### config.mk
export PLATFORM = sky130hd
export DESIGN_NAME = pulse_gap_meter
export DESIGN_NICKNAME = d
export VERILOG_FILES = /design/src/rtl/pulse_gap_meter.sv
export SDC_FILE = /design/constraint.sdc
export NUM_CORES = 1
export LEC_CHECK = 0
export ABC_AREA = 1
export CAP_MARGIN = 20
export CORE_MARGIN = 10
export CORE_UTILIZATION = 40
export DETAILED_ROUTE_END_ITERATION = 10
export HOLD_SLACK_MARGIN = 0.12
export MAX_ROUTING_LAYER = met4
export PLACE_DENSITY = 0.57
export SYNTH_ARGS = -nofsm -noshare
export SYNTH_HDL_FRONTEND = slang
export SYNTH_SLANG_ARGS = --single-unit
### constraint.sdc
create_clock -name clk -period 1.9 [get_ports clk]
set_input_delay 0.38 -clock clk [delete_from_list [all_inputs] [get_ports clk]]
set_output_delay 0.38 -clock clk [all_outputs]
set_load 0.005 [all_outputs]
### src/rtl/pulse_gap_meter.sv
// pulse_gap_meter: measures the gap in clk cycles between a rising edge on
// in_start and the next rising edge on in_stop. The result is held with a
// valid/ready handshake. A measurement that reaches TIMEOUT cycles ends early
// and is flagged with out_timeout.
module pulse_gap_meter #(
  parameter int unsigned WIDTH   = 8,
  parameter int unsigned TIMEOUT = 254
) (
  input  logic             clk,
  input  logic             reset,
  input  logic             in_start,
  input  logic             in_stop,
  input  logic             out_ready,
  output logic             out_valid,
  output logic [WIDTH-1:0] out_count,
  output logic             out_timeout,
  output logic             busy
);

  typedef enum logic [1:0] {
    IDLE  = 2'd0,
    COUNT = 2'd1,
    HOLD  = 2'd2
  } state_t;

  localparam logic [WIDTH-1:0] LIMIT = WIDTH'(TIMEOUT);
  localparam logic [WIDTH-1:0] ONE   = WIDTH'(1);

  state_t           state, state_nx;
  logic             start_prev, stop_prev;
  logic             start_edge, stop_edge;
  logic [WIDTH-1:0] counter, counter_nx, count_inc;
  logic [WIDTH-1:0] count_nx;
  logic             timeout_nx, valid_nx;

  // An edge exists only in the cycle where the level first reads high.
  // Edges that arrive in a state which does not use them are simply lost.
  assign start_edge = in_start & ~start_prev;
  assign stop_edge  = in_stop  & ~stop_prev;

  // counter stays below TIMEOUT, so the increment never wraps in WIDTH bits.
  assign count_inc  = counter + ONE;
  assign busy       = (state != IDLE);

  // Next-state and next-result logic. Everything holds its value by default.
  always_comb begin
    state_nx   = state;
    counter_nx = counter;
    count_nx   = out_count;
    timeout_nx = out_timeout;
    valid_nx   = out_valid;
    unique case (state)
      IDLE: begin
        valid_nx = 1'b0;
        if (start_edge) begin
          state_nx   = COUNT;
          counter_nx = '0;
        end
      end
      COUNT: begin
        // A stop edge takes priority over a simultaneous timeout.
        if (stop_edge) begin
          count_nx   = count_inc;
          timeout_nx = 1'b0;
          valid_nx   = 1'b1;
          state_nx   = HOLD;
        end else if (count_inc == LIMIT) begin
          count_nx   = LIMIT;
          timeout_nx = 1'b1;
          valid_nx   = 1'b1;
          state_nx   = HOLD;
        end else begin
          counter_nx = count_inc;
        end
      end
      HOLD: begin
        valid_nx = 1'b1;
        if (out_ready) begin
          valid_nx = 1'b0;
          state_nx = IDLE;
        end
      end
      default: begin
        valid_nx = 1'b0;
        state_nx = IDLE;
      end
    endcase
  end

  // State, counter, result and edge-history registers. Reset wins over all.
  always_ff @(posedge clk) begin
    if (reset) begin
      state       <= IDLE;
      counter     <= '0;
      out_count   <= '0;
      out_timeout <= 1'b0;
      out_valid   <= 1'b0;
      start_prev  <= 1'b0;
      stop_prev   <= 1'b0;
    end else begin
      state       <= state_nx;
      counter     <= counter_nx;
      out_count   <= count_nx;
      out_timeout <= timeout_nx;
      out_valid   <= valid_nx;
      start_prev  <= in_start;
      stop_prev   <= in_stop;
    end
  end

endmodule

[After elaboration in Yosys (flattened, before gate mapping)]
Index checks and enable logic that the tools add are counted.
Word-level totals
  input bits: 5
  output and inout port bits: 11
  register bits: 22
Cells by class
  bitwise gates (word level): 4
  $add $sub $neg: 1
  equal/unequal tests: 8
  reductions and logical operators: 7
  multiplexer cells: 16
Operators by type and width (number)
  2-to-1 mux 8 bit: 5
  one-hot mux 8 bit (2 select lines): 1
  adder 8 x 1 -> 8 bit, second input constant: 1
  == test 8 bit, second input constant: 1
  2-to-1 mux 2 bit: 4
  != test 2 bit, second input constant: 4
  one-hot mux 2 bit (3 select lines): 1
  nonzero test 2 bit: 3
  2-to-1 mux 1 bit: 4
  AND reduction 4 bit: 1
  != test 3 bit, second input constant: 1
  AND reduction 3 bit: 1
  AND 1 bit: 2
  == test 2 x 1 -> 1 bit, second input constant: 1
  == test 2 bit, second input constant: 1
  zero test 2 bit: 1
  inverter 1 bit: 2
  one-hot mux 1 bit (2 select lines): 1
  AND reduction 2 bit: 1

[Depth between registers and ports, before layout]
  depth after elaboration: 5
  gate-level depth with buffers: 12

[Worst setup path before layout]
No wires, ideal clock.
  path type: reg2reg
  start point: reg counter[0]
  end point: reg counter[0]
  data arrival time: 1.507 ns
  period minus slack after synthesis: 1.620 ns
  slack: 0.280 ns
  buffers on the path: 0
  data required time: 1.787 ns
  cell stages (with the launch flop): 11
  path through: dfxtp_1 ha_1 nand3_2 o21ai_1 nand2_1 nor2_2 nand3_4 nand3_4 nand2_1 nand2_1 nor2_1
On the way
  cells in the longest elaborated chain, start to end: 4
Ends and longest elaborated chain
  start: declaration: RTL line 32  | logic [WIDTH-1:0] counter, counter_nx, count_inc;
  start signal: assignment: RTL line 102  | counter <= counter_nx;
  adder 8 x 1 -> 8 bit (*): RTL line 42  | assign count_inc = counter + ONE;
  == test 8 bit / 2-to-1 mux 8 bit (equally long branches): RTL line 67  | end else if (count_inc == LIMIT) begin
  != test 2 bit (no line) / 2-to-1 mux 8 bit (equally long branches)
  AND reduction 4 bit (no line) / one-hot mux 8 bit (2 select lines) (equally long branches)
Mark *: on every way between the ends. The rest lies on a longest branch, timed or not. The select of a mux whose other input is x is not followed.
A chain may end at the register's enable or synchronous reset.

[Worst setup path in the final report]
  start point: reg counter[1]
  end point: reg counter[4]
The elaborated chain is that of the path after synthesis.

==> impl_metrics.csv <==
group,metric,value,unit
critical_path,path_max_fanout,10,
sta,fmax,588,MHz
power,power_frac_seq,34.4,%
grt,gr-max-usage-layer,"met2",
drt,first_pass_iters,4,
clock_network,clockBufferDepth,2,
clock_network,cts.sinks,22,
sta,hold_viol,0,
clock_network,h-tree-depth,1,
die,rows,20,
clock_network,ctsHoldBuffers,0,
sta,setup_viol,0,
power,p_clk_share,13.9,%
sta,min_period,1.70,ns
clock_network,cts_buffers,3,
die,die_area,5740,um^2
clock_network,postCtsSetupBuffers,0,
drt,drt-initial-drc-count,26,
synthesis,ys_ff_latch,22,
job,maxCapViolCount,0,
synthesis,syn_avg_cell_area,6.76,um^2
grt,grt_pass1_wl,4900,um
grt,grt_start_max_net_pins,14,
sta,rsz0062_at_grt,"no",
die,start_util,41.4,%
grt,antenna_found_initial,0,
clock_network,tritoncts,"built",
final_layout,syn2layout_area_growth,21.9,%
synthesis,yosysWarnings,0,
die,die_height,75.8,um
clock_network,clk_latency,0.32,ns
synthesis,synthesis.nets,194,
place,dp_hpwl,2240,um
power,p_int,1110,uW
critical_path,crit_arrival,1.93,ns
grt,gr-total-overflow,0,
critical_path,required,2.13,ns
drt,antenna_left,0,
sta,tightest_slew,0.366,ns
die,io_pins,16,
grt,met3_usage,2.34,%
final_layout,instances_no_fill,240,
final_layout,drive_gt1_share,14.5,%
status,status,"completed",
sta,setup_tns,0,ns
die,die_x,75.8,um
power,pwr-share-comb,51.7,%
sta,fin_crit_sh,89.5,%
power,leakage,0.000769,uW
place,gp_congestion,0.856,
final_layout,utilization,50.5,%
critical_path,critPathCaptureType,"flip-flop",
synthesis,synth_area_leaders,"dfxtp_1 35%, nand2_1 13%, inv_1 11%, nor2_1 6.0%, ha_1 5.0%",
grt,grt_pass1_vias,1160,
synthesis,synthesis.area,1240,um^2
drt,via_count,1160,
drt,drt-total-wl,2790,um
drt,vias_per_cell,4.83,
grt,use_met1,12.2,%
place,io_buffers,15,
grt,grt_use_met2,19.3,%
synthesis,synth_commonest_cells,"43 x nand2_1, 36 x inv_1, 22 x dfxtp_1",
synthesis,yosysMostFrequentCell,"nand2_1",
hold_path,hp-class,"reg -> reg",
power,vdd_drop_max,658,uV
synthesis,synth_seq_area_share,35.4,%
critical_path,cp-start-kind,"flip-flop",
sta,hold_ws,0.475,ns
die,coreArea,3000,um^2
synthesis,synth_cell_types,22,
synthesis,synth_top_area_share,35.4,%
place,placed_cells,236,
power,swShare,42.2,%
clock_network,clk_pin_slew_worst_paths,0.13,ns
final_layout,nNetsFinal,218,
synthesis,syn_inst,184,
synthesis,yosysTopAreaCell,"dfxtp_1",
sta,finalMaxSlewViolations,0,
sta,worst_slack,0.200,ns
grt,track_usage,11.2,%
power,switchingPower,812,uW
sta,slew-limit-headroom,75.6,%
sta,fin_skew,0.00501,ns
synthesis,ys.flop_type,"dfxtp_1",
synthesis,synthArstFlopShare,0,%
power,power.density,1270,nW/um^2
critical_path,criticalPathCategory,"reg -> reg",
place,place_ws,0.0281,ns
final_layout,diodes,0,
synthesis,synth_edf_count,0,
drt,route.detailed.drc,0,
clock_network,cts_root_buffer,"clkbuf_4",
drt,wl_per_cell,11.6,um
[area by class of cell]
cell class	count	area [um^2]
Multi-Input combinational cell	120	648
Inverter	39	146
Clock buffer	4	36.3
Timing Repair Buffer	22	201
Tap cell	33	41.3
Fill cell	311	1490
Sequential cell	22	443
[registers in the layout, summed over array words and instances (netlist names)]
signal       cells
counter          8
out_count        8
state            2
out_timeout      1
out_valid        1
start_prev       1
stop_prev        1
[path summary, 6_finish.rpt]
path,from,end,slack [ns],cells past startpoint
setup / recovery,counter[1]$_SDFFE_PP0P_,counter[4]$_SDFFE_PP0P_,0.20,10
hold / removal,out_timeout$_SDFFE_PP0P_,out_timeout$_SDFFE_PP0P_,0.47,2
setup reg to reg,counter[1]$_SDFFE_PP0P_,counter[4]$_SDFFE_PP0P_,0.20,10
hold reg to reg,out_timeout$_SDFFE_PP0P_,out_timeout$_SDFFE_PP0P_,0.47,2
[kinds of logic after synthesis]
kind of cell    Yosys count  share of synthesized area, %
buf+inv                  42                          13.1
fa+ha+maj                 5                          5.03
flops                    22                          35.4
compound gates           24                          11.3
simple gates             91                          35.2
[through the flow]
step / power, uW / cell area, um^2
after floorplan: 1340 / 1240
after global placement: 1660 / 1470
after detailed placement: 1680 / 1470
after CTS: 1940 / 1510
after global routing: 2140 / 1520
final: 1930 / 1520
[timing repair]
action	4_1_cts	5_1_grt
setup endpoints to repair	1	18
resized for setup	2	3
endpoints found under the hold margin	0	0
[cells in the final DEF, fill, tap and decap left out, types with 3 or more instances in the layout]
cell / count
nand2_1: 43
inv_1: 36
nor2_1: 20
dfxtp_1: 20
clkdlybuf4s50_1: 14
nand4_1: 8
nand3_1: 7
a21oi_1: 7
buf_4: 7
o21ai_0: 6
o21bai_1: 6
nand2_2: 5
ha_1: 4
inv_2: 3
o21ai_1: 3
clkbuf_4: 3
[metal layers]
metal  up-vias  part of all wire [%]
met5         -                     0
met4         0                   1.5
met2        13                    49
met1       525                    47
li1        617                     -
met3         5                   2.7
[power groups by stage]
stage	Combinational [uW]	Sequential, uW	Clock (uW)
floorplan	673	663	0
global placement	999	666	0
detailed placement	1010	672	0
CTS	1010	663	272
global route	1170	680	287
finish	996	664	267
[worst max-delay path, cell delays in order (launching register included)]
cell	delay, ns
dfxtp_2	0.39
ha_2	0.23
nand3_2	0.11
o21ai_1	0.14
nand2_1	0.11
nor2_4	0.15
nand3_4	0.16
nand3_4	0.15
nand2_1	0.07
inv_1	0.05
nor2_1	0.04
(Power assumes the default switching activity.)
